<file path="config.mk">
export PLATFORM = sky130hd
export DESIGN_NAME = ahb_lite_burst_master_flat
export DESIGN_NICKNAME = d
export VERILOG_FILES = /design/src/rtl/ahb_lite_burst_master_if.sv /design/src/rtl/ahb_lite_burst_master.sv /design/src/flat_wrapper.sv
export SDC_FILE = /design/constraint.sdc
export NUM_CORES = 1
export LEC_CHECK = 0
export ABC_AREA = 1
export BUFFER_PORTS_ARGS = -buffer_cell sky130_fd_sc_hd__buf_2
export CAP_MARGIN = 0
export CORE_ASPECT_RATIO = 1.2
export CORE_MARGIN = 8
export CORE_UTILIZATION = 57
export DETAILED_ROUTE_END_ITERATION = 6
export PLACE_DENSITY = 0.81
export SYNTH_ARGS = -nofsm -noshare
export SYNTH_HDL_FRONTEND = slang
export SYNTH_SLANG_ARGS = --single-unit
export TNS_END_PERCENT = 50
</file>
<file path="constraint.sdc">
create_clock -name HCLK -period 2.3 [get_ports HCLK]
set_input_delay 0.23 -clock HCLK [delete_from_list [all_inputs] [get_ports HCLK]]
set_output_delay 0.23 -clock HCLK [all_outputs]
set_load 0.01 [all_outputs]
</file>
<file path="src/rtl/ahb_lite_burst_master_if.sv">
// AHB-Lite bus bundle between the burst master and the interconnect.
interface ahb_lite_burst_master_if #(
   parameter int unsigned DATA_WIDTH = 32,
   parameter int unsigned ADDR_WIDTH = 32
) ();
   logic                  HREADY;
   logic                  HRESP;
   logic [ADDR_WIDTH-1:0] HADDR;
   logic                  HWRITE;
   logic [2:0]            HSIZE;
   logic [2:0]            HBURST;
   logic [1:0]            HTRANS;
   logic [DATA_WIDTH-1:0] HWDATA;

   modport master (
      input  HREADY, HRESP,
      output HADDR, HWRITE, HSIZE, HBURST, HTRANS, HWDATA
   );

   modport slave (
      output HREADY, HRESP,
      input  HADDR, HWRITE, HSIZE, HBURST, HTRANS, HWDATA
   );
endinterface

</file>
<file path="src/rtl/ahb_lite_burst_master.sv">
// AHB-Lite write master: sends one NUM_WORDS block as a single incrementing burst.
module ahb_lite_burst_master #(
   parameter int unsigned DATA_WIDTH = 32,
   parameter int unsigned ADDR_WIDTH = 32,
   parameter int unsigned NUM_WORDS  = 4
) (
   input  logic                            HCLK,
   input  logic                            HRESETn,
   ahb_lite_burst_master_if.master         bus,
   input  logic [ADDR_WIDTH-1:0]           destination,
   input  logic                            dest_updated,
   input  logic [NUM_WORDS*DATA_WIDTH-1:0] encr_text,
   input  logic                            text_rcvd,
   output logic                            busy,
   output logic                            done,
   output logic                            error
);
   localparam int unsigned BYTES  = DATA_WIDTH / 8;
   localparam int unsigned BEAT_W = (NUM_WORDS > 1) ? $clog2(NUM_WORDS) : 1;
   localparam logic [2:0]  SIZE   = 3'($clog2(BYTES));
   localparam logic [2:0]  BURST_FIX = (NUM_WORDS == 4)  ? 3'b011 :
                                       (NUM_WORDS == 8)  ? 3'b101 :
                                       (NUM_WORDS == 16) ? 3'b111 : 3'b001;
   localparam logic [2:0]  BURST_INCR = 3'b001;
   localparam logic [10:0] BLK_BYTES  = 11'(NUM_WORDS * BYTES);
   localparam logic [ADDR_WIDTH-1:0] ALIGN_MASK = ~ADDR_WIDTH'(BYTES - 1);
   localparam logic [ADDR_WIDTH-1:0] ADDR_STEP  = ADDR_WIDTH'(BYTES);
   localparam logic [1:0]  HT_IDLE   = 2'b00;
   localparam logic [1:0]  HT_NONSEQ = 2'b10;
   localparam logic [1:0]  HT_SEQ    = 2'b11;

   typedef enum logic [2:0] {S_IDLE, S_ADDR, S_BURST, S_LAST, S_ERR} state_t;
   typedef logic [NUM_WORDS-1:0][DATA_WIDTH-1:0] text_t;

   state_t                state_q, state_d;
   logic [ADDR_WIDTH-1:0] haddr_q, haddr_d;
   logic [1:0]            htrans_q, htrans_d;
   logic [2:0]            hburst_q, hburst_d;
   logic [2:0]            hsize_q, hsize_d;
   logic                  hwrite_q, hwrite_d;
   logic [DATA_WIDTH-1:0] hwdata_q, hwdata_d;
   logic [BEAT_W-1:0]     beat_q, beat_d;
   text_t                 buf_q, buf_d;
   logic [ADDR_WIDTH-1:0] dest_q, dest_d;
   logic [ADDR_WIDTH-1:0] pend_q, pend_d;
   logic                  pend_vld_q, pend_vld_d;
   logic                  busy_q, busy_d;
   logic                  done_q, done_d;
   logic                  error_q, error_d;
   logic                  burst_end;

   logic [ADDR_WIDTH-1:0] dest_in;
   logic [ADDR_WIDTH-1:0] start_addr;
   logic [ADDR_WIDTH-1:0] next_addr;
   logic                  cross_1k;

   // Word-aligned capture, start address (same-cycle update wins) and 1 KB crossing test
   assign dest_in    = destination & ALIGN_MASK;
   assign start_addr = dest_updated ? dest_in : dest_q;
   assign next_addr  = haddr_q + ADDR_STEP;
   assign cross_1k   = ({1'b0, start_addr[9:0]} + BLK_BYTES) > 11'd1024;

   // Next-state and registered-output computation
   always_comb begin
      state_d    = state_q;
      haddr_d    = haddr_q;
      htrans_d   = htrans_q;
      hburst_d   = hburst_q;
      hsize_d    = hsize_q;
      hwrite_d   = hwrite_q;
      hwdata_d   = hwdata_q;
      beat_d     = beat_q;
      buf_d      = buf_q;
      dest_d     = dest_q;
      pend_d     = pend_q;
      pend_vld_d = pend_vld_q;
      busy_d     = busy_q;
      done_d     = 1'b0;
      error_d    = 1'b0;
      burst_end  = 1'b0;

      if (dest_updated) begin
         if (state_q == S_IDLE) begin
            dest_d = dest_in;
         end else begin
            pend_d     = dest_in;
            pend_vld_d = 1'b1;
         end
      end

      case (state_q)
         S_IDLE: begin
            if (text_rcvd) begin
               state_d  = S_ADDR;
               buf_d    = encr_text;
               dest_d   = start_addr;
               haddr_d  = start_addr;
               htrans_d = HT_NONSEQ;
               hburst_d = cross_1k ? BURST_INCR : BURST_FIX;
               hsize_d  = SIZE;
               hwrite_d = 1'b1;
               hwdata_d = '0;
               beat_d   = '0;
               busy_d   = 1'b1;
            end
         end
         S_ADDR: begin
            if (bus.HREADY) begin
               hwdata_d = buf_q[0];
               if (NUM_WORDS == 1) begin
                  state_d  = S_LAST;
                  htrans_d = HT_IDLE;
               end else begin
                  state_d  = S_BURST;
                  beat_d   = BEAT_W'(1);
                  haddr_d  = next_addr;
                  htrans_d = (next_addr[9:0] == 10'd0) ? HT_NONSEQ : HT_SEQ;
               end
            end
         end
         S_BURST: begin
            if (bus.HRESP && !bus.HREADY) begin
               state_d  = S_ERR;
               htrans_d = HT_IDLE;
            end else if (bus.HREADY) begin
               hwdata_d = buf_q[beat_q];
               if (beat_q == BEAT_W'(NUM_WORDS - 1)) begin
                  state_d  = S_LAST;
                  htrans_d = HT_IDLE;
               end else begin
                  beat_d   = beat_q + BEAT_W'(1);
                  haddr_d  = next_addr;
                  htrans_d = (next_addr[9:0] == 10'd0) ? HT_NONSEQ : HT_SEQ;
               end
            end
         end
         S_LAST: begin
            if (bus.HREADY) begin
               burst_end = 1'b1;
               done_d    = !bus.HRESP;
               error_d   = bus.HRESP;
            end else if (bus.HRESP) begin
               state_d = S_ERR;
            end
         end
         S_ERR: begin
            if (bus.HREADY) begin
               burst_end = 1'b1;
               error_d   = 1'b1;
            end
         end
         default: state_d = S_IDLE;
      endcase

      // Burst teardown: bus back to zero, pending destination promoted
      if (burst_end) begin
         state_d    = S_IDLE;
         haddr_d    = '0;
         htrans_d   = HT_IDLE;
         hburst_d   = '0;
         hsize_d    = '0;
         hwrite_d   = 1'b0;
         hwdata_d   = '0;
         busy_d     = 1'b0;
         dest_d     = dest_updated ? dest_in : (pend_vld_q ? pend_q : dest_q);
         pend_vld_d = 1'b0;
      end
   end

   // State and output registers
   always_ff @(posedge HCLK or negedge HRESETn) begin
      if (!HRESETn) begin
         state_q    <= S_IDLE;
         haddr_q    <= '0;
         htrans_q   <= HT_IDLE;
         hburst_q   <= '0;
         hsize_q    <= '0;
         hwrite_q   <= 1'b0;
         hwdata_q   <= '0;
         beat_q     <= '0;
         buf_q      <= '0;
         dest_q     <= '0;
         pend_q     <= '0;
         pend_vld_q <= 1'b0;
         busy_q     <= 1'b0;
         done_q     <= 1'b0;
         error_q    <= 1'b0;
      end else begin
         state_q    <= state_d;
         haddr_q    <= haddr_d;
         htrans_q   <= htrans_d;
         hburst_q   <= hburst_d;
         hsize_q    <= hsize_d;
         hwrite_q   <= hwrite_d;
         hwdata_q   <= hwdata_d;
         beat_q     <= beat_d;
         buf_q      <= buf_d;
         dest_q     <= dest_d;
         pend_q     <= pend_d;
         pend_vld_q <= pend_vld_d;
         busy_q     <= busy_d;
         done_q     <= done_d;
         error_q    <= error_d;
      end
   end

   assign bus.HADDR  = haddr_q;
   assign bus.HTRANS = htrans_q;
   assign bus.HBURST = hburst_q;
   assign bus.HSIZE  = hsize_q;
   assign bus.HWRITE = hwrite_q;
   assign bus.HWDATA = hwdata_q;
   assign busy       = busy_q;
   assign done       = done_q;
   assign error      = error_q;
endmodule

</file>
<file path="src/flat_wrapper.sv">
// flat-port wrapper written by rule: the top's interface ports become plain ports
module ahb_lite_burst_master_flat 
#(
   parameter int unsigned DATA_WIDTH = 32,
   parameter int unsigned ADDR_WIDTH = 32,
   parameter int unsigned NUM_WORDS  = 4
)
  (HCLK, HRESETn, destination, dest_updated, encr_text, text_rcvd, busy, done, error, bus_HREADY, bus_HRESP, bus_HADDR, bus_HWRITE, bus_HSIZE, bus_HBURST, bus_HTRANS, bus_HWDATA);
  ahb_lite_burst_master_if #(.DATA_WIDTH(DATA_WIDTH), .ADDR_WIDTH(ADDR_WIDTH)) bus_i ();
  input  logic HCLK;
  input  logic HRESETn;
  input  logic [ADDR_WIDTH-1:0] destination;
  input  logic dest_updated;
  input  logic [NUM_WORDS*DATA_WIDTH-1:0] encr_text;
  input  logic text_rcvd;
  output logic busy;
  output logic done;
  output logic error;
  input wire logic [$bits(bus_i.HREADY)-1:0] bus_HREADY;
  input wire logic [$bits(bus_i.HRESP)-1:0] bus_HRESP;
  output wire logic [$bits(bus_i.HADDR)-1:0] bus_HADDR;
  output wire logic [$bits(bus_i.HWRITE)-1:0] bus_HWRITE;
  output wire logic [$bits(bus_i.HSIZE)-1:0] bus_HSIZE;
  output wire logic [$bits(bus_i.HBURST)-1:0] bus_HBURST;
  output wire logic [$bits(bus_i.HTRANS)-1:0] bus_HTRANS;
  output wire logic [$bits(bus_i.HWDATA)-1:0] bus_HWDATA;
  assign bus_i.HREADY = bus_HREADY;
  assign bus_i.HRESP = bus_HRESP;
  assign bus_HADDR = bus_i.HADDR;
  assign bus_HWRITE = bus_i.HWRITE;
  assign bus_HSIZE = bus_i.HSIZE;
  assign bus_HBURST = bus_i.HBURST;
  assign bus_HTRANS = bus_i.HTRANS;
  assign bus_HWDATA = bus_i.HWDATA;
  ahb_lite_burst_master #(.DATA_WIDTH(DATA_WIDTH), .ADDR_WIDTH(ADDR_WIDTH), .NUM_WORDS(NUM_WORDS)) u_core (.HCLK(HCLK), .HRESETn(HRESETn), .bus(bus_i), .destination(destination), .dest_updated(dest_updated), .encr_text(encr_text), .text_rcvd(text_rcvd), .busy(busy), .done(done), .error(error));
endmodule
</file>
==> After elaboration in Yosys (flattened, before gate mapping) <==
Index checks and enable logic that the tools add are counted.
{ "op_classes": {"muxes": 65, "add_sub_neg": 3, "reduce_logical": 20, "magnitude_cmp": 2, "bitwise_logic": 1, "n_eq_ne": 22} }
{ "ops": {"columns": ["op", "n"], "rows": [
  ["32-bit two-way mux", 20],
  ["32-bit case mux with 3 select lines", 2],
  ["32-bit binary-select mux with 2-bit select", 1],
  ["3-bit two-way mux", 14],
  ["32-bit by 3-bit adder with 32-bit output, second input constant", 1],
  ["2-bit two-way mux", 12],
  ["3-bit by 2-bit != test with 1-bit output, second input constant", 8],
  ["3-bit case mux with 5 select lines", 1],
  ["1-bit two-way mux", 12],
  ["2-bit case mux with 3 select lines", 2],
  ["6-bit AND reduction", 2],
  ["10-bit by 5-bit adder with 11-bit output, second input constant", 1],
  ["11-bit greater-than comparator, second input constant", 1],
  ["10-bit logical NOT", 1],
  ["2-bit != test, second input constant", 5],
  ["2-bit AND reduction", 4],
  ["7-bit AND reduction", 1],
  ["3-bit by 2-bit == test with 1-bit output, second input constant", 2],
  ["2-bit nonzero test", 3],
  ["5-bit AND reduction", 1],
  ["2-bit by 1-bit != test with 1-bit output, second input constant", 2],
  ["4-bit by 1-bit != test with 1-bit output, second input constant", 1],
  ["4-bit by 2-bit != test with 1-bit output, second input constant", 1],
  ["4-bit AND reduction", 1],
  ["other kinds (13)", 14]
]} }
{ "word_totals": {"elab_cells": 130, "input_bits": 166, "ff_bits": 271} }

==> Logic depth before layout (Yosys ltp) <==
Gate-level depths: netlist of run 1.
{ "logic_depth": {"word_depth": 8, "depth_mapped": 12} }

==> Worst setup path before layout of run 1 <==
No wires, ideal clock.
{ "synth_path": {"path_kind": "flip-flop to flip-flop", "from": "register u_core.haddr_q[2] (netlist: u_core.bus.HADDR[2])", "to": "register u_core.haddr_q[28] (netlist: u_core.bus.HADDR[28])", "path_stages_with_launch": 13, "t_arrival_ns": 1.594, "setup_time_ns": 0.116, "setup_slack_ns": 0.590, "n_path_buf": 0, "path_cell_list": "dfrtp_1 > ha_1 > nand3_1 > inv_1 > nand2_1 > nor2_1 > nand2_1 > nand2_1 > nand2_1 > nand2_1 > nand2_1 > nand2_1 > nand2_1"} }
{ "synth_between": {"elab_chain_len": 6} }
{ "synth_rtl": {"columns": ["element", "line", "source"], "rows": [
  ["from (decl)", "ahb_lite_burst_master.sv:36", "logic [ADDR_WIDTH-1:0] haddr_q, haddr_d;"],
  ["from (signal assigned)", "ahb_lite_burst_master.sv:190", "haddr_q <= haddr_d;"],
  ["32-bit by 3-bit adder with 32-bit output *", "ahb_lite_burst_master.sv:60", "assign next_addr = haddr_q + ADDR_STEP;"],
  ["32-bit two-way mux", "ahb_lite_burst_master.sv:127", "if (beat_q == BEAT_W'(NUM_WORDS - 1)) begin"],
  ["32-bit two-way mux", "ahb_lite_burst_master.sv:125", "end else if (bus.HREADY) begin"],
  ["32-bit two-way mux", "ahb_lite_burst_master.sv:122", "if (bus.HRESP && !bus.HREADY) begin"],
  ["32-bit case mux with 3 select lines *", "ahb_lite_burst_master.sv:91", "case (state_q)"],
  ["32-bit two-way mux *", "ahb_lite_burst_master.sv:156", "if (burst_end) begin"]
]} }
Mark *: on every way between the ends. The rest lies on a longest branch, timed or not. The select of a mux whose other input is x is not followed.
A chain may end at the register's enable or synchronous reset.

==> Worst setup path in the final report of run 1 <==
{ "layout_path": {"from": "register u_core.state_q[1]", "to": "register u_core.buf_q[14] (netlist bit)"} }
{ "layout_between": {"elab_chain_len": 2} }
{ "layout_rtl": {"columns": ["element", "line", "source"], "rows": [
  ["from (decl)", "ahb_lite_burst_master.sv:35", "state_t state_q, state_d;"],
  ["from (signal assigned)", "ahb_lite_burst_master.sv:189", "state_q <= state_d;"],
  ["3-bit logical NOT", "ahb_lite_burst_master.sv:91", null],
  ["2-bit AND reduction (no line)", null, null],
  ["to (signal assigned)", "ahb_lite_burst_master.sv:197", "buf_q <= buf_d;"],
  ["to (decl)", "ahb_lite_burst_master.sv:43", "text_t buf_q, buf_d;"]
]} }
No other way between the ends.

==> flow_metrics.py, run 1 <==
metrics = {
    "pwr": {
        "internal_power_uw": 13040,
        "ir_drop_mv": 0.9275,
        "p_sw_share_pct": 43.84,
        "p_seq_share_pct": 35.5,
        "power_density_nw_per_um2": 1295,
        "p_sw_uw": 10180,
        "p_leak_uw": 0.008842,
        "pwr-share-comb_pct": 44.7,
        "clockPowerShare_pct": 19.8,
        "power_uw": 23210,
    },
    "outcome": {
        "status": "finished, violations left",
        "violations": "design-rule violations",
    },
    "grt": {
        "gr-usage-all-layers_pct": 31.45,
        "grt_pass1_wl_mm": 76.65,
        "overflow": 0,
        "grt_max_degree": 73,
        "grt_pass1_vias": 14690,
        "antenna_found_initial": 5,
    },
    "sta": {
        "tns_ps": 0,
        "rsz0062_at_grt": "false",
        "finalHoldViolations": 0,
        "whs_ps": 21.57,
        "max_freq_mhz": 492.9,
        "setup_viol": 0,
        "maxSlewViolCount": 0,
        "fin_crit_sh_pct": 88.21,
        "tightest_slew_ps": 724.7,
        "fin_crit_ps": 2029,
        "fin_skew_ps": 17.78,
        "relSlewSlack_pct": 51.69,
    },
    "die": {
        "start_util_pct": 57.23,
        "fp.dieH_um": 187.6,
        "rows": 63,
        "ios": 242,
        "core-area_um2": 24440,
        "die_area_um2": 29820,
        "die_x_um": 159.0,
    },
    "critical_path": {
        "cp_slowest_cell": "dfrtp_1",
        "critPathKind": "flop to flop",
        "cp.arrival_ps": 2460,
        "crit_top_cell": "nand2_2",
        "worstPathRequired_ps": 2730,
        "worst_setup_path_start_kind": "flop",
        "end_kind": "flop",
        "critPathMaxStageDelay_ps": 450,
        "path_cells": "nor2_2, nand2_2, inv_2, nand2_2, inv_6, buf_12, nand2_1, o21ai_0",
        "critPathMaxFanout": 59,
    },
    "clock_network": {
        "clk_latency_ps": 550,
        "clkSinkCount": 266,
        "cts_max_level": 1,
        "clockBufferDepth": 3,
        "numCtsBuffers": 28,
        "cts_resized": 0,
        "root_buffer": "clkbuf_16",
        "cts_tree": "built",
        "clk_pin_slew_worst_paths_ps": 70,
    },
    "placement": {
        "port_buffers": 236,
        "hpwlAfterDp_mm": 28.38,
        "gp_congestion": 0.9005,
    },
    "synthesis": {
        "async_flop_share_pct": 100.0,
        "yosysUniqueCellTypes": 36,
        "ys.flop_type": "dfrtp_1",
        "syn_inst": 1905,
        "ys_seq_elements": 266,
        "synth_edf_count": 0,
        "syn_area_um2": 13980,
        "yosysWarnings": 0,
        "avgSynthCellArea_um2": 7.341,
        "seq_area_frac_synth_pct": 47.60,
    },
    "run": {
        "maxCapViolCount": 0,
    },
    "finish": {
        "syn2layout_area_growth_pct": 28.20,
        "finalNetCount": 2433,
        "final_util_pct": 73.37,
        "drive_gt1_share_pct": 15.41,
    },
    "hold_path": {
        "worstHoldPathType": "input pin to flop",
    },
    "detailed_routing": {
        "wl_mm": 47.61,
        "postRouteAntennaNets": 0,
        "dr.pass1.iters": 7,
        "vias": 14660,
        "via_per_inst": 5.608,
        "drtIter0Drc": 1274,
        "route.detailed.drc": 12,
        "wl_per_cell_um": 18.21,
    },
}
-- cells by family after synthesis --
kind of cell | Yosys count | synth area share, %
buf+inv | 329 | 10.24
xor+xnor | 7 | 0.4384
flops | 266 | 47.60
fa+ha+maj | 3 | 0.2684
other cells | 1 | 0.02682
compound gates | 465 | 17.57
simple gates | 834 | 23.85
-- critical path: cells and delay by family (launching register included) --
| kind | cells | cell delay, ps |
|---|---|---|
| buffers and inverters | 3 | 760 |
| and+or+nand+nor | 4 | 490 |
| DFF | 1 | 450 |
| AOI/OAI and AO/OA | 1 | 140 |
-- cells in the final DEF, fill, tap and decap left out, types with 3 or more instances in the layout --
cell type,instances
nand2_1,634
o21ai_0,295
dfrtp_1,264
buf_2,235
inv_1,211
dlygate4sd3_1,159
nor2_1,97
o21ai_1,71
nand3_1,64
a21oi_1,49
buf_4,38
clkbuf_16,29
o211ai_1,28
nand3b_1,9
clkbuf_8,9
o21a_1,7
clkbuf_1,7
nand4_1,6
nor3_1,6
buf_12,6
diode_2,5
nand2_2,5
inv_2,4
o22ai_1,4
o21ai_2,4
xnor2_1,4
a21boi_0,4
nor2_2,3
or2_2,3
xor2_1,3
ha_1,3
conb_1,3
-- power groups by stage --
stage | combinational, µW | sequential, µW | clock [µW]
floorplan | 6990 | 8030 | 0
global placement | 9390 | 8070 | 0
detailed placement | 9740 | 8160 | 0
CTS | 10100 | 8120 | 4620
global route | 11700 | 8420 | 4810
finish | 10400 | 8240 | 4600
-- path summary, 6_finish.rpt --
kind / slack (ps) / cells past startpoint / startpoint / to
worst min register to register: 470 / 2 / u_core.pend_q[17]$_DFFE_PN0P_ / u_core.pend_q[17]$_DFFE_PN0P_
max in group asynchronous: 1240 / 3 / HRESETn / u_core.pend_q[23]$_DFFE_PN0P_
worst max register to register: 270 / 8 / u_core.state_q[1]$_DFFE_PN0P_ / u_core.buf_q[14]$_DFFE_PN0P_
worst max-delay path: 270 / 8 / u_core.state_q[1]$_DFFE_PN0P_ / u_core.buf_q[14]$_DFFE_PN0P_
min in group asynchronous: 230 / 2 / HRESETn / u_core.buf_q[40]$_DFFE_PN0P_
worst min-delay path: 20 / 3 / destination[19] / u_core.pend_q[19]$_DFFE_PN0P_
-- layer usage --
layer  routed length, µm  track usage [%]  vias to the layer above  part of all wire [%]
li1                    -                -                     6777                     -
met1               17270            35.74                     6860                    36
met2               22770            52.50                      812                    48
met3                4201            7.611                      211                   8.8
met4                3359            20.28                        0                   7.1
met5                   0                0                        -                     0
-- registers in the layout (all words and copies together), names as in the netlist --
| register | flops |
|---|---|
| u_core.buf_q | 128 |
| u_core.bus.HADDR | 32 |
| u_core.bus.HWDATA | 32 |
| u_core.dest_q | 32 |
| u_core.pend_q | 30 |
| u_core.state_q | 3 |
| u_core.beat_q | 2 |
| u_core.bus.HBURST | 2 |
| u_core.bus.HTRANS | 2 |
| u_core.done | 1 |
| u_core.error | 1 |
| u_core.pend_vld_q | 1 |
-- what timing repair did --
action | 4_1_cts | 5_1_grt
endpoints found under the setup margin | 0 | 0
buffers inserted | 0 | 0
hold buffers | 159 | 0
hold endpoints to repair | 225 | 0
-- synth_stat cells (3+ instances only) --
cell type  instances  share of area, %
dfrtp_1          266                48
o21a_1             7              0.38
inv_1            211               5.7
ha_1               3              0.27
buf_6             15               1.2
inv_2              5              0.13
o21ai_1           71               2.5
nand2_1          634                17
a21boi_0           4              0.21
nand3_1           64               2.3
xor2_1             3              0.19
o21ai_0          295                11
buf_2             23              0.82
nor2_2             3              0.13
nor3_1             6              0.21
o22ai_1            4              0.18
nand2_2            5              0.22
buf_1             12              0.32
xnor2_1            4              0.25
o211ai_1          28               1.5
or2_2              3              0.13
nand3b_1           9              0.48
buf_4             15              0.81
nor2_1            97               2.6
a21oi_1           49               1.8
clkbuf_1          47               1.3
nand4_1            6              0.27
o21ai_2            5              0.31
-- layout make-up --
cell class	instances	area, µm²
clock inverters	5	56.30
diodes	5	12.51
fillers	1769	6507
clock buffers	45	875.8
inverters	217	819.5
repair buffers	439	3188
multi-input cells	1312	5911
well taps	325	406.6
flip-flops and latches	266	6659
-- through the flow --
step                      instance area (µm²)  instances  setup slack (ps)
after floorplan                         13990       1907             589.8
after global placement                  15390       2400             419.1
after detailed placement                15390       2400             336.4
after CTS                               17920       2609             317.0
after global routing                    17930       2614             21.77
final                                   17930       2614             271.2
Power figures use the tool's default switching activity.
==> run 2, diff against run 1 <==
--- a/config.mk
+++ b/config.mk
@@ -6,13 +6,13 @@
 export NUM_CORES = 1
 export LEC_CHECK = 0
 export ABC_AREA = 1
-export BUFFER_PORTS_ARGS = -buffer_cell sky130_fd_sc_hd__buf_2
 export CAP_MARGIN = 0
 export CORE_ASPECT_RATIO = 1.2
 export CORE_MARGIN = 8
-export CORE_UTILIZATION = 57
+export CORE_UTILIZATION = 64
 export DETAILED_ROUTE_END_ITERATION = 6
-export PLACE_DENSITY = 0.81
+export DONT_BUFFER_PORTS = 1
+export PLACE_DENSITY = 0.8
 export SYNTH_ARGS = -nofsm -noshare
 export SYNTH_HDL_FRONTEND = slang
 export SYNTH_SLANG_ARGS = --single-unit
==> run 2 against run 1 <==
Net effect: the flow finishes with violations (negative hold slack); hold slack got worse by 640 ps; count of clock-buffer cells in the layout decreased by 1; largest cell class unchanged; clock power rose by 9.3%; first-iteration DRC count rose by 15%; clock skew shrank 3.4 ps; non-clock buffer count fell by 240; register-to-register slack about the same.
==> flow_metrics.py, run 2 (same netlist as run 1, synthesis figures left out) <==
metrics = {
    "finish": {
        "syn2layout_area_growth_pct": 19.50,
        "regArea_um2": 6659,
        "finalNetCount": 2193,
        "largest_register_ffs": 128,
        "fillers": 1403,
        "final_cell_mix": "nand2_1 (634), o21ai_0 (295), dfrtp_1 (264), inv_1 (211), dlygate4sd3_1 (163)",
        "layout.cells.most_common": "nand2_1",
        "regMostFlops": "u_core.buf_q",
        "multiInputGateArea_um2": 5911,
        "drive_gt1_share_pct": 5.526,
        "stdcell_area_um2": 16710,
    },
    "detailed_routing": {
        "postRouteAntennaNets": 0,
        "drtIter0Drc": 1466,
        "wl_per_cell_um": 19.08,
        "via_per_inst": 5.903,
        "vias": 13700,
        "dr.pass1.iters": 6,
        "route.detailed.drc": 0,
        "wl_mm": 44.28,
    },
    "sta": {
        "relSlewSlack_pct": 51.48,
        "tightest_slew_ps": 727.9,
        "rsz0062_at_grt": "false",
        "max_freq_mhz": 493.8,
        "fin_crit_ps": 2025,
        "fin_skew_ps": 14.42,
        "tns_ps": 0,
        "setup_viol": 0,
        "fin_crit_sh_pct": 88.04,
        "maxSlewViolCount": 0,
        "finalHoldViolations": 266,
        "whs_ps": -615.6,
    },
    "placement": {
        "port_buffers": 0,
        "hpwlAfterDp_mm": 26.00,
        "place_area_um2": 14030,
        "gp_congestion": 0.9111,
    },
    "critical_path": {
        "end_kind": "flop",
        "worstPathRequired_ps": 2740,
        "cp.arrival_ps": 2460,
        "cp_slowest_cell": "dfrtp_1",
        "cp_top_family": "buffers and inverters",
        "worst_setup_path_start_kind": "flop",
        "critPathMaxStageDelay_ps": 460,
        "critPathMaxFanout": 40,
        "critPathKind": "flop to flop",
        "path_cells": "nor2_2, nand2_2, inv_2, nor2_1, o21ai_4, buf_4, nand2_1, o21ai_1",
        "cp.buffers_inverters": 2,
    },
    "clock_network": {
        "cts_max_level": 1,
        "root_buffer": "clkbuf_16",
        "cts_tree": "built",
        "clkSinkCount": 266,
        "numCtsBuffers": 28,
        "post-cts-setup-buffers": 0,
        "clk_latency_ps": 550,
        "clk_pin_slew_worst_paths_ps": 60,
        "clockBufferDepth": 3,
        "holdBufCountCts": 163,
    },
    "grt": {
        "grt_max_degree": 267,
        "grt_pass1_vias": 13650,
        "antenna_found_initial": 2,
        "grt_pass1_wl_mm": 69.57,
        "gr-usage-all-layers_pct": 32.49,
        "overflow": 0,
    },
    "run": {
        "maxCapViolCount": 0,
    },
    "die": {
        "die_x_um": 150.9,
        "die_area_um2": 26860,
        "core-area_um2": 21560,
        "start_util_pct": 64.88,
        "rows": 59,
        "ios": 242,
        "fp.dieH_um": 177.9,
    },
    "outcome": {
        "status": "finished, violations left",
        "violations": "negative hold slack",
    },
    "pwr": {
        "power_density_nw_per_um2": 1369,
        "ir_drop_mv": 1.038,
        "p_leak_uw": 0.007879,
    },
    "hold_path": {
        "worstHoldPathType": "input pin to async pin",
    },
}
## run 2: cell count changes in the layout (fill, tap and decap cells not counted), moves of 4 or more
cell | previous run | this run
dlygate4sd3_1 | 159 | 163
clkbuf_1 | 7 | 3
buf_12 | 6 | 2
buf_4 | 38 | 33
buf_2 | 235 | 0
## run 2: path summary, 6_finish.rpt
check / end / slack [ps] / cells past startpoint / from
worst min register to register: u_core.buf_q[63]$_DFFE_PN0P_ / 470 / 2 / u_core.buf_q[63]$_DFFE_PN0P_
max in group asynchronous: u_core.bus.HADDR[12]$_DFFE_PN0P_ / 2590 / 0 / HRESETn
worst min-delay path: u_core.bus.HWDATA[6]$_DFFE_PN0P_ / -620 / 0 / HRESETn
min in group HCLK: u_core.dest_q[9]$_DFFE_PN0P_ / 10 / 3 / destination[9]
worst max-delay path: u_core.bus.HWDATA[28]$_DFFE_PN0P_ / 280 / 8 / u_core.state_q[1]$_DFFE_PN0P_
worst max register to register: u_core.bus.HWDATA[28]$_DFFE_PN0P_ / 280 / 8 / u_core.state_q[1]$_DFFE_PN0P_
## run 2: repair_timing
action,in CTS,in global routing
setup endpoints to repair,0,1
hold endpoints to repair,444,266
resized for setup,0,1
## run 2: report_power, final
part           leakage (µW)  switching, µW  internal (µW)
sequential          0.00330           1670           6830
clock              0.000518           1900           3130
combinational       0.00406           6270           3080
total               0.00788           9840          13000
## run 2: layout make-up
| class | instances | area share, % |
|---|---|---|
| Sequential cell | 266 | 39.85 |
| Multi-Input combinational cell | 1312 | 35.37 |
| Timing Repair Buffer | 199 | 11.55 |
| Clock buffer | 44 | 5.398 |
| Inverter | 217 | 4.904 |
| Tap cell | 274 | 2.052 |
| Clock inverter | 7 | 0.8461 |
| Antenna cell | 2 | 0.02995 |
## run 2: metrics by stage
step / instances / util, % / setup slack [ps] / hold WS, ps / power, µW
2_1_floorplan: 1907 / - / 589.8 / -65.59 / 15010
3_3_place_gp: 2105 / 65.07 / 381.6 / -56.37 / 16730
3_5_place_dp: 2105 / 65.07 / 356.8 / -55.87 / 17130
4_1_cts: 2319 / 77.48 / 292.7 / -623.5 / 22480
5_1_grt: 2321 / 77.53 / 101.5 / -628.4 / 24420
6_report: 2321 / 77.53 / 275.1 / -615.6 / 22880
## run 2: layer usage
metal | up-vias | share of wire (%) | track usage (%)
met1 | 6419 | 36 | 37.21
met2 | 802 | 49 | 54.06
met5 | - | 0 | 0
met3 | 185 | 9.4 | 7.321
li1 | 6294 | - | -
met4 | 0 | 6.2 | 20.61
